### src/rtl/reg_op_sequencer_pkg.sv
// Purpose: opcode and FSM-state encodings shared by the register-op sequencer and its bench.
// Latency: n/a (constants and a pure helper function only).
// Backpressure: n/a.
package reg_op_sequencer_pkg;

  // Opcodes, captured with start
  localparam logic [2:0] OP_MOV    = 3'd0;
  localparam logic [2:0] OP_ADD    = 3'd1;
  localparam logic [2:0] OP_SUB    = 3'd2;
  localparam logic [2:0] OP_AND    = 3'd3;
  localparam logic [2:0] OP_OR     = 3'd4;
  localparam logic [2:0] OP_LDI    = 3'd5;
  localparam logic [2:0] OP_MUL    = 3'd6;
  localparam logic [2:0] OP_CLRALL = 3'd7;

  // Sequencer state encoding
  localparam logic [2:0] ST_IDLE  = 3'd0;
  localparam logic [2:0] ST_FETCH = 3'd1;
  localparam logic [2:0] ST_EXEC  = 3'd2;
  localparam logic [2:0] ST_WRITE = 3'd3;
  localparam logic [2:0] ST_CLR   = 3'd4;

  // True for the only opcode whose EXEC phase is longer than one cycle
  function automatic logic op_is_multicycle(input logic [2:0] op);
    return (op == OP_MUL);
  endfunction

endpackage

### src/rtl/reg_op_sequencer_shift_add_mul.sv
// Purpose: iterative unsigned shift-add multiplier, one multiplier bit consumed per cycle.
// Latency: DATA_W cycles after the start edge; valid marks the cycle whose product output is final.
// Backpressure: none; a new start simply restarts the operation, reset aborts it.
module shift_add_mul #(
  parameter int DATA_W = 8
) (
  input  logic                  clk,
  input  logic                  reset,
  input  logic                  start,
  input  logic [DATA_W-1:0]     a,
  input  logic [DATA_W-1:0]     b,
  output logic [2*DATA_W-1:0]   product,
  output logic                  valid
);

  localparam int CNT_W = $clog2(DATA_W + 1);

  logic [2*DATA_W-1:0] acc_q, acc_d;
  logic [2*DATA_W-1:0] mcand_q, mcand_d;
  logic [DATA_W-1:0]   mplier_q, mplier_d;
  logic [CNT_W-1:0]    cnt_q, cnt_d;
  logic [2*DATA_W-1:0] step_sum;

  // One shift-add step per cycle while iterations remain; start reloads the operands
  always_comb begin
    acc_d    = acc_q;
    mcand_d  = mcand_q;
    mplier_d = mplier_q;
    cnt_d    = cnt_q;
    step_sum = acc_q + (mplier_q[0] ? mcand_q : '0);
    if (start) begin
      acc_d    = '0;
      mcand_d  = {{DATA_W{1'b0}}, a};
      mplier_d = b;
      cnt_d    = CNT_W'(DATA_W);
    end else if (cnt_q != '0) begin
      acc_d    = step_sum;
      mcand_d  = mcand_q << 1;
      mplier_d = mplier_q >> 1;
      cnt_d    = cnt_q - CNT_W'(1);
    end
  end

  // The final step's sum is presented directly so the caller can capture it in the same cycle
  assign product = step_sum;
  assign valid   = (cnt_q == CNT_W'(1));

  // Iteration state; reset leaves the multiplier idle
  always_ff @(posedge clk) begin
    if (reset) begin
      acc_q    <= '0;
      mcand_q  <= '0;
      mplier_q <= '0;
      cnt_q    <= '0;
    end else begin
      acc_q    <= acc_d;
      mcand_q  <= mcand_d;
      mplier_q <= mplier_d;
      cnt_q    <= cnt_d;
    end
  end

endmodule

### src/rtl/reg_op_sequencer.sv
// Purpose: command-driven initiator that reads two registers, computes, and writes one back (or clears the file).
// Latency: 3 cycles busy for simple ops, DATA_W+2 for MUL, NREGS for CLRALL; write in the last busy cycle.
// Backpressure: start is only honoured in IDLE; a start while busy is dropped, never queued.
module reg_op_sequencer
  import reg_op_sequencer_pkg::*;
#(
  parameter int DATA_W = 8,
  parameter int ADDR_W = 3,
  parameter int NREGS  = 8
) (
  input  logic              clk,
  input  logic              reset,
  input  logic              start,
  input  logic [2:0]        op,
  input  logic [ADDR_W-1:0] a_sel,
  input  logic [ADDR_W-1:0] b_sel,
  input  logic [ADDR_W-1:0] d_sel,
  input  logic [DATA_W-1:0] imm,
  output logic              busy,
  output logic              done,
  output logic              zero,
  output logic              carry,
  output logic [ADDR_W-1:0] rf_srcA,
  output logic [ADDR_W-1:0] rf_srcB,
  input  logic [DATA_W-1:0] rf_dataA,
  input  logic [DATA_W-1:0] rf_dataB,
  output logic [ADDR_W-1:0] rf_dest,
  output logic [DATA_W-1:0] rf_dataD,
  output logic              rf_ld
);

  logic [2:0]        state_q, state_d;
  logic [2:0]        op_q, op_d;
  logic [ADDR_W-1:0] a_sel_q, a_sel_d;
  logic [ADDR_W-1:0] b_sel_q, b_sel_d;
  logic [ADDR_W-1:0] d_sel_q, d_sel_d;
  logic [DATA_W-1:0] imm_q, imm_d;
  logic [DATA_W-1:0] opa_q, opa_d;
  logic [DATA_W-1:0] opb_q, opb_d;
  logic [DATA_W-1:0] res_q, res_d;
  logic              res_c_q, res_c_d;
  logic              zero_q, zero_d;
  logic              carry_q, carry_d;
  logic [ADDR_W-1:0] clr_cnt_q, clr_cnt_d;

  logic [DATA_W:0]     alu_sum;
  logic [DATA_W-1:0]   alu_res;
  logic                alu_c;
  logic                mul_start;
  logic [2*DATA_W-1:0] mul_product;
  logic                mul_valid;
  logic                clr_last;

  // The multiplier is loaded straight from the read ports at the end of FETCH,
  // so its DATA_W iterations line up exactly with the EXEC cycles.
  assign mul_start = (state_q == ST_FETCH) && op_is_multicycle(op_q);
  assign clr_last  = (clr_cnt_q == ADDR_W'(NREGS - 1));

  shift_add_mul #(
    .DATA_W (DATA_W)
  ) u_mul (
    .clk     (clk),
    .reset   (reset),
    .start   (mul_start),
    .a       (rf_dataA),
    .b       (rf_dataB),
    .product (mul_product),
    .valid   (mul_valid)
  );

  // Single-cycle ALU on the operands captured in FETCH
  always_comb begin
    alu_sum = {1'b0, opa_q} + {1'b0, opb_q};
    alu_res = '0;
    alu_c   = 1'b0;
    case (op_q)
      OP_MOV: alu_res = opa_q;
      OP_ADD: begin
        alu_res = alu_sum[DATA_W-1:0];
        alu_c   = alu_sum[DATA_W];
      end
      OP_SUB: begin
        alu_res = opa_q - opb_q;
        alu_c   = (opa_q < opb_q);
      end
      OP_AND: alu_res = opa_q & opb_q;
      OP_OR:  alu_res = opa_q | opb_q;
      OP_LDI: alu_res = imm_q;
      default: begin
        alu_res = '0;
        alu_c   = 1'b0;
      end
    endcase
  end

  // Next-state and datapath register updates for the command FSM
  always_comb begin
    state_d   = state_q;
    op_d      = op_q;
    a_sel_d   = a_sel_q;
    b_sel_d   = b_sel_q;
    d_sel_d   = d_sel_q;
    imm_d     = imm_q;
    opa_d     = opa_q;
    opb_d     = opb_q;
    res_d     = res_q;
    res_c_d   = res_c_q;
    zero_d    = zero_q;
    carry_d   = carry_q;
    clr_cnt_d = clr_cnt_q;
    case (state_q)
      ST_IDLE: begin
        if (start) begin
          op_d    = op;
          a_sel_d = a_sel;
          b_sel_d = b_sel;
          d_sel_d = d_sel;
          imm_d   = imm;
          if (op == OP_CLRALL) begin
            clr_cnt_d = '0;
            state_d   = ST_CLR;
          end else begin
            state_d   = ST_FETCH;
          end
        end
      end
      ST_FETCH: begin
        opa_d   = rf_dataA;
        opb_d   = rf_dataB;
        state_d = ST_EXEC;
      end
      ST_EXEC: begin
        if (op_is_multicycle(op_q)) begin
          if (mul_valid) begin
            res_d   = mul_product[DATA_W-1:0];
            res_c_d = |mul_product[2*DATA_W-1:DATA_W];
            state_d = ST_WRITE;
          end
        end else begin
          res_d   = alu_res;
          res_c_d = alu_c;
          state_d = ST_WRITE;
        end
      end
      ST_WRITE: begin
        zero_d  = (res_q == '0);
        carry_d = res_c_q;
        state_d = ST_IDLE;
      end
      ST_CLR: begin
        clr_cnt_d = clr_cnt_q + ADDR_W'(1);
        if (clr_last) begin
          zero_d  = 1'b1;
          carry_d = 1'b0;
          state_d = ST_IDLE;
        end
      end
      default: state_d = ST_IDLE;
    endcase
  end

  // Outputs decoded from registered state only, so rf_ld/done carry no input paths
  always_comb begin
    busy     = (state_q != ST_IDLE);
    rf_ld    = (state_q == ST_WRITE) || (state_q == ST_CLR);
    done     = (state_q == ST_WRITE) || ((state_q == ST_CLR) && clr_last);
    rf_srcA  = a_sel_q;
    rf_srcB  = b_sel_q;
    rf_dest  = '0;
    rf_dataD = '0;
    if (state_q == ST_WRITE) begin
      rf_dest  = d_sel_q;
      rf_dataD = res_q;
    end else if (state_q == ST_CLR) begin
      rf_dest  = clr_cnt_q;
    end
    zero     = zero_q;
    carry    = carry_q;
  end

  // State registers; reset aborts any command in flight at the reset edge
  always_ff @(posedge clk) begin
    if (reset) begin
      state_q   <= ST_IDLE;
      op_q      <= '0;
      a_sel_q   <= '0;
      b_sel_q   <= '0;
      d_sel_q   <= '0;
      imm_q     <= '0;
      opa_q     <= '0;
      opb_q     <= '0;
      res_q     <= '0;
      res_c_q   <= 1'b0;
      zero_q    <= 1'b0;
      carry_q   <= 1'b0;
      clr_cnt_q <= '0;
    end else begin
      state_q   <= state_d;
      op_q      <= op_d;
      a_sel_q   <= a_sel_d;
      b_sel_q   <= b_sel_d;
      d_sel_q   <= d_sel_d;
      imm_q     <= imm_d;
      opa_q     <= opa_d;
      opb_q     <= opb_d;
      res_q     <= res_d;
      res_c_q   <= res_c_d;
      zero_q    <= zero_d;
      carry_q   <= carry_d;
      clr_cnt_q <= clr_cnt_d;
    end
  end

endmodule

### config.mk
export PLATFORM = sky130hd
export DESIGN_NAME = reg_op_sequencer
export DESIGN_NICKNAME = d
export VERILOG_FILES = /design/src/rtl/reg_op_sequencer_pkg.sv /design/src/rtl/reg_op_sequencer_shift_add_mul.sv /design/src/rtl/reg_op_sequencer.sv
export SDC_FILE = /design/constraint.sdc
export NUM_CORES = 1
export LEC_CHECK = 0
export CAP_MARGIN = 0
export CELL_PAD_IN_SITES_DETAIL_PLACEMENT = 0
export CELL_PAD_IN_SITES_GLOBAL_PLACEMENT = 1
export CORE_UTILIZATION = 42
export DETAILED_ROUTE_END_ITERATION = 8
export GPL_TIMING_DRIVEN = 0
export PLACE_DENSITY_LB_ADDON = 0.08
export RECOVER_POWER = 50
export SYNTH_ARGS = -nofsm -noshare
export SYNTH_HDL_FRONTEND = slang
export SYNTH_SLANG_ARGS = --single-unit
### constraint.sdc
create_clock -name clk -period 3.2 [get_ports clk]
set_input_delay 0.48 -clock clk [delete_from_list [all_inputs] [get_ports clk]]
set_output_delay 0.48 -clock clk [all_outputs]
set_load 0.02 [all_outputs]
==> impl_results.md, run 1 <==
- Status: finished clean
- FFs w/ async S/R, synth: 0%
- DP HPWL: around 13000 um
- Final Hold Viols: 0
- Worst rel slew slack: a little over half
- Worst VDD drop: 0.265 mV
- Min-Delay Path Class: flip-flop to flip-flop
- Post-synth EDFFs: 0
- Most common cell after layout, fill and taps aside: nand2_1
- Seq cells post-synth: 97
- Most frequent cells in the layout: nand2_1, a21oi_1, dfxtp_1
- Cell area after layout: around 6900 um2
- CTS H-tree lvls: 3
- Vias per cell: 5.36
- Synthesized area per cell: about 7.5 um2
- Worst EP arrival: 2.37 ns
- Vias in the first global route: 5343
- Fin nets: 931
- Crit Reg-Reg Startpoint: u_mul.mplier_q[0]
- Sink Count: a little under 100
- Std cell rows: 42
- Aggregate global routing overflow: 0
- Post-cts hold buffer count: 0
- Port-buffer cells: 59
- TritonCTS clock tree: built
- Max Freq: 351 MHz
- Final WL: approximately 16000 um
- Leakage power: 2.67 nW
- Die ar.: 14200 um2
- Hold endpoint: rf_srcB[1]
- Yosys top cell by area: dfxtp_1
- YS warnings: 0
- Clock Latency Late Sink: 0.36 ns
- Worst-path clk slew: 0.07 ns
- Post-Place Cells: ~1.0k
- FF-to-FF path depth: 11
- GRT Util Overall: about a quarter
- Final Total Pwr: 0.00361 W
- Area Growth Syn to Fin: 19.4%
- Die Wd: about 120 um
- Tightest Pin Transition: a little under 0.7 ns
- Critical path launch point type: flip-flop
- Pin count of the biggest net entering global routing: 15
- Final setup viols: 0
- # IOs: 61
- Die Height: 119 um
- Post-CTS Resized: 0
- 1st-pass router iterations: 6
- RSZ-0062 raised after global routing: false
- Post-CTS setup buffer count: 0
- Max cap viols: 0
- Antenna violations before repair: 0
- Initial Util: 43.3%
- # DRC: 0
- CTS buffer count: 9
- Placer Congestion: 0.905
- Initial DRC Count: 304
- Share of layout cells above drive strength 1: under 10%
- TNS Setup: 0 ns
- Synth cell types: 54
- DR WL/cell: about 16 um
- CP Class: flip-flop to output port
- Hold path cells: 2
- FF-to-FF setup slack: 0.36 ns
- RR Endpoint: res_c_q
- Post-DP Area: 6570 um2
- Worst EP required: 2.72 ns
- Ant diodes: 0
- Clock buffer depth: 2
- Vias post-DR: 5475
- Clk_skew: 0.00652 ns
- Sequential share of the synthesized area: roughly a third
- Fin cells: 1022
- Worst hold start: rf_srcB[1]
- Critical path fanouts, max: 10
- Mapped Area: 5760 um2
- Core area: 13300 um2
- Tcrit/Tclk final: 89.1%
- Clk root buf: clkbuf_16
- Nature of the critical path endpoint: output port
- First-pass GRT wire length: 26400 um
- Tmin final: ~2.9 ns
- Ys flop type: dfxtp_1
- Top-area cell type share of the netlist area: 33.7%
- Syn nets: 861
- Final Max Tran Viols: 0
- Synth top area cells: dfxtp_1, nand2_1, ha_1
- Pwr per Cell Area: 524 nW/um2
- Synth Instances: between 700 and 800
- Post-DRT Antenna Nets: 0
## report_power, final
part	internal [W]	switching, W	leakage [nW]
registers	0.00131	0.0000743	0.789
logic	0.000363	0.000766	1.75
clock network	0.000626	0.000472	0.140
total	0.00229	0.00131	2.67
## layout make-up
type / instances / area (um2)
buffer: 45 / 174
clock buffer: 13 / 250
clock inverter: 2 / 38.8
fill: 1346 / 6410
inverter: 33 / 124
multi-input combinational: 597 / 3540
sequential: 97 / 1940
tap: 176 / 220
timing repair buffer: 59 / 591
## registers in the layout, summed over array words and instances, names as in the netlist
register        count
u_mul.acc_q        16
u_mul.mcand_q      16
imm_q               8
opa_q               8
opb_q               8
res_q               8
u_mul.mplier_q      8
u_mul.cnt_q         4
clr_cnt_q           3
d_sel_q             3
op_q                3
rf_srcA             3
rf_srcB             3
state_q             3
carry               1
res_c_q             1
zero                1
## worst max-delay path: stages, from the launching register on
cell	delay, ns
dfxtp_1	0.31
clkbuf_2	0.19
and3b_1	0.19
clkbuf_1	0.22
clkbuf_1	0.32
and2_1	0.20
clkdlybuf4s50_1	0.60
## cells in the mapped netlist (3+ instances only)
cell and count:
o21a_1 3, inv_1 33, a22oi_1 8, nor2_1 66, nor2b_1 5, nand3_1 7, o21bai_1 8, and3_1 4
clkbuf_1 39, a31oi_1 5, a211oi_1 9, nor3_1 14, dfxtp_1 97, a221oi_1 5, o21ai_0 19, or3_1 3
buf_2 4, ha_1 47, a21o_1 8, nor4_1 3, nand2_1 164, mux2i_1 6, fa_1 3, o311ai_0 3
and2_1 26, or2_2 4, xnor2_1 12, a22o_1 3, o211ai_1 5, xor2_1 9, o22ai_1 3, a21oi_1 117
nand2b_1 3
## layer usage
metal / vias to the layer above / wire (um) / track usage [%]
li1: 2778 / - / -
met1: 2529 / 7780 / 30.7
met2: 144 / 7450 / 39.2
met3: 24 / 816 / 4.02
met4: 0 / 291 / 9.97
met5: - / 0 / 0
## worst max-delay path by stage
stage | cells past startpoint | from | end
after floorplan | 11 | u_mul.mplier_q[0] | res_c_q
after global placement | 11 | u_mul.mplier_q[0] | res_c_q
after detailed placement | 11 | u_mul.mplier_q[0] | res_c_q
after CTS | 11 | u_mul.mplier_q[0] | res_c_q
after global routing | 11 | u_mul.mplier_q[0] | res_c_q
final | 6 | state_q[0] | rf_dataD[5]
## logic make-up (layout without fill, tap and decap cells)
| logic type | count (synthesis) | after routing | share of synthesized area (%) |
|---|---|---|---|
| compound gates | 215 | 215 | 22.7 |
| buf+inv | 78 | 152 | 5.17 |
| simple gates | 304 | 304 | 22.8 |
| xor+xnor | 21 | 21 | 3.19 |
| flops | 97 | 97 | 33.7 |
| mux | 7 | 7 | 1.24 |
| fa+ha+maj | 50 | 50 | 11.2 |
## stage by stage
| step | hold slack [ns] | setup WS (ns) | utilization [%] |
|---|---|---|---|
| finish | 0.453 | 0.349 | 51.8 |
| CTS | 0.458 | 0.0321 | 51.6 |
| detailed placement | 0.449 | 0.0654 | 49.4 |
| global placement | 0.440 | 0.150 | 49.4 |
| floorplan | 0.432 | 0.741 | - |
| global route | 0.477 | 0.0649 | 51.8 |
(Power assumes the default switching activity.)
==> run 2, diff against run 1 <==
CELL_PAD_IN_SITES_DETAIL_PLACEMENT = default   (was 0)
CELL_PAD_IN_SITES_GLOBAL_PLACEMENT = default   (was 1)
CORE_UTILIZATION = 51   (was 42)
==> impl_results.md, run 2 (synthesized netlist as in run 1, its figures left out) <==
- Most common cell after layout, fill and taps aside: nand2_1 (unchanged)
- Clk root buf: clkbuf_16 (unchanged)
- Met3 Use GR: 5.42% (was 4.02%)
- Tcrit/Tclk final: 93.9% (was 89.1%)
- Initial Util: 52.7% (was 43.3%)
- Final Total Pwr: 0.00356 W (was 0.00361 W)
- Worst VDD drop: 0.501 mV (was 0.265 mV)
- Most frequent cells in the layout: nand2_1, a21oi_1, dfxtp_1 (unchanged)
- Antenna violations before repair: 0 (unchanged)
- Worst EP required: 2.72 ns (about the same)
- Share of layout cells above drive strength 1: 3.07% (unchanged)
- Clock Latency Late Sink: 0.35 ns (was 0.36 ns)
- Initial DRC Count: 302 (was 304)
- Clk_skew: 0.00720 ns (was 0.00652 ns)
- GRT met2 Usage: 46.1% (was 39.2%)
- Worst rel slew slack: 54.8% (was 54.1%)
- Hold path cells: 2 (unchanged)
- Status: finished clean (unchanged)
- Tightest Pin Transition: 0.678 ns (was 0.688 ns)
- Vias in the first global route: 5163 (was 5343)
- Aggregate global routing overflow: 0 (unchanged)
- Die Wd: 108 um (was 119 um)
- GRT Util Overall: 27.9% (was 23.9%)
- Hold endpoint: rf_srcA[0] (was rf_srcB[1])
- RSZ-0062 raised after global routing: false (unchanged)
- RR Endpoint: res_c_q (unchanged)
- Post-cts hold buffer count: 0 (unchanged)
- Critical path launch point type: flip-flop (unchanged)
- # IOs: 61 (unchanged)
- Crit Reg-Reg Startpoint: u_mul.mplier_q[0] (unchanged)
- Fin util: 62.4% (was 51.8%)
- Final WL: 15700 um (was 16300 um)
- FF-to-FF path depth: 11 (unchanged)
- First-pass GRT wire length: 25100 um (was 26400 um)
- # DRC: 0 (unchanged)
- Sink Count: 97 (unchanged)
- Crit. Startpoint: state_q[0] (unchanged)
- Largest regs: u_mul.acc_q (16), u_mul.mcand_q (16) (unchanged)
- TNS Setup: 0 ns (unchanged)
- Nature of the critical path endpoint: output port (unchanged)
- M1 GR Usage: 36.2% (was 30.7%)
- CTS buffer count: 9 (unchanged)
- Post-DRT Antenna Nets: 0 (unchanged)
- Die Height: 108 um (was 119 um)
- Worst EP arrival: 2.52 ns (was 2.37 ns)
- Max Freq: 333 MHz (was 351 MHz)
- Min-Delay Path Class: flip-flop to flip-flop (unchanged)
- Leakage power: 2.66 nW (was 2.67 nW)
- Vias post-DR: 5574 (was 5475)
- Worst hold start: rf_srcA[0] (was rf_srcB[1])
- Final Max Tran Viols: 0 (unchanged)
- Final setup viols: 0 (unchanged)
- TritonCTS clock tree: built (unchanged)
- DR WL/cell: 16.0 um (about the same)
- Die ar.: 11700 um2 (was 14200 um2)
- Std cell rows: 38 (was 42)
- Pwr per Cell Area: 522 nW/um2 (was 524 nW/um2)
- Final Hold Viols: 0 (unchanged)
- CTS H-tree lvls: 3 (unchanged)
- CP Class: flip-flop to output port (unchanged)
- Max cap viols: 0 (unchanged)
- Tmin final: 3.00 ns (was 2.85 ns)
- Clock buffer depth: 2 (unchanged)
- Worst-path clk slew: 0.07 ns (about the same)
- DP HPWL: 12100 um (was 12500 um)
- Vias per cell: 5.65 (was 5.36)
- 1st-pass router iterations: 5 (was 6)
- FF-to-FF setup slack: 0.29 ns (was 0.36 ns)
- Ant diodes: 0 (unchanged)
- Pin count of the biggest net entering global routing: 16 (was 15)
- Critical path fanouts, max: 10 (unchanged)
- Gr busiest metal: met2 (unchanged)
- Core area: 10900 um2 (was 13300 um2)
- Port-buffer cells: 59 (unchanged)
- Area Growth Syn to Fin: 18.3% (was 19.4%)
- Placer Congestion: 0.910 (was 0.905)
- Fin nets: 931 (unchanged)
## run 2: changes by cell type in the layout (fill, tap and decap cells not counted), sizes merged
cell and change:
clkinv -1, clkbuf -2, clkinvlp +2, inv +1
## run 2: final cells by class
| class | instances | area, um2 |
|---|---|---|
| clock buffer | 11 | 233 |
| buffer | 45 | 173 |
| tap | 140 | 175 |
| inverter | 33 | 124 |
| sequential | 97 | 1940 |
| clock inverter | 4 | 53.8 |
| multi-input combinational | 597 | 3530 |
| timing repair buffer | 59 | 591 |
| fill | 1016 | 4120 |
## run 2: worst max-delay path by stage
stage	to	slack, ns	cells after the start
after global routing	res_c_q	0.01	11
final	rf_dataD[6]	0.20	6
after detailed placement	res_c_q	0.24	11
after floorplan	res_c_q	0.74	11
after global placement	res_c_q	0.24	11
after CTS	done	0.17	4
## run 2: metrics by stage
step	hold WS [ns]	area [um2]	setup slack, ns	instances
2_1_floorplan	0.432	5760	0.741	772
3_3_place_gp	0.439	6530	0.239	971
3_5_place_dp	0.446	6530	0.239	971
4_1_cts	0.455	6820	0.173	986
5_1_grt	0.471	6820	0.00990	986
6_report	0.449	6820	0.196	986
## run 2: per-layer routing
| layer | up-vias | share of wire (%) |
|---|---|---|
| met5 | - | 0 |
| met4 | 0 | 2.4 |
| met3 | 29 | 5.8 |
| met2 | 157 | 47 |
| met1 | 2611 | 45 |
| li1 | 2777 | - |
## run 2: worst max-delay path: stages, from the launching register on
cell             delay [ns]
dfxtp_1                0.31
clkbuf_1               0.31
and3b_1                0.22
clkbuf_1               0.21
clkbuf_1               0.33
and2_1                 0.20
clkdlybuf4s50_1        0.61
## run 2: report_power, final
part	internal [W]	switching [W]	leakage, nW
registers	0.00131	0.0000758	0.788
clock network	0.000605	0.000464	0.132
logic	0.000363	0.000747	1.74
## run 2: what timing repair did
| action | in CTS | in global routing |
|---|---|---|
| setup endpoints to repair | 0 | 8 |
| gates resized for setup | 0 | 3 |
| setup buffers | 0 | 0 |
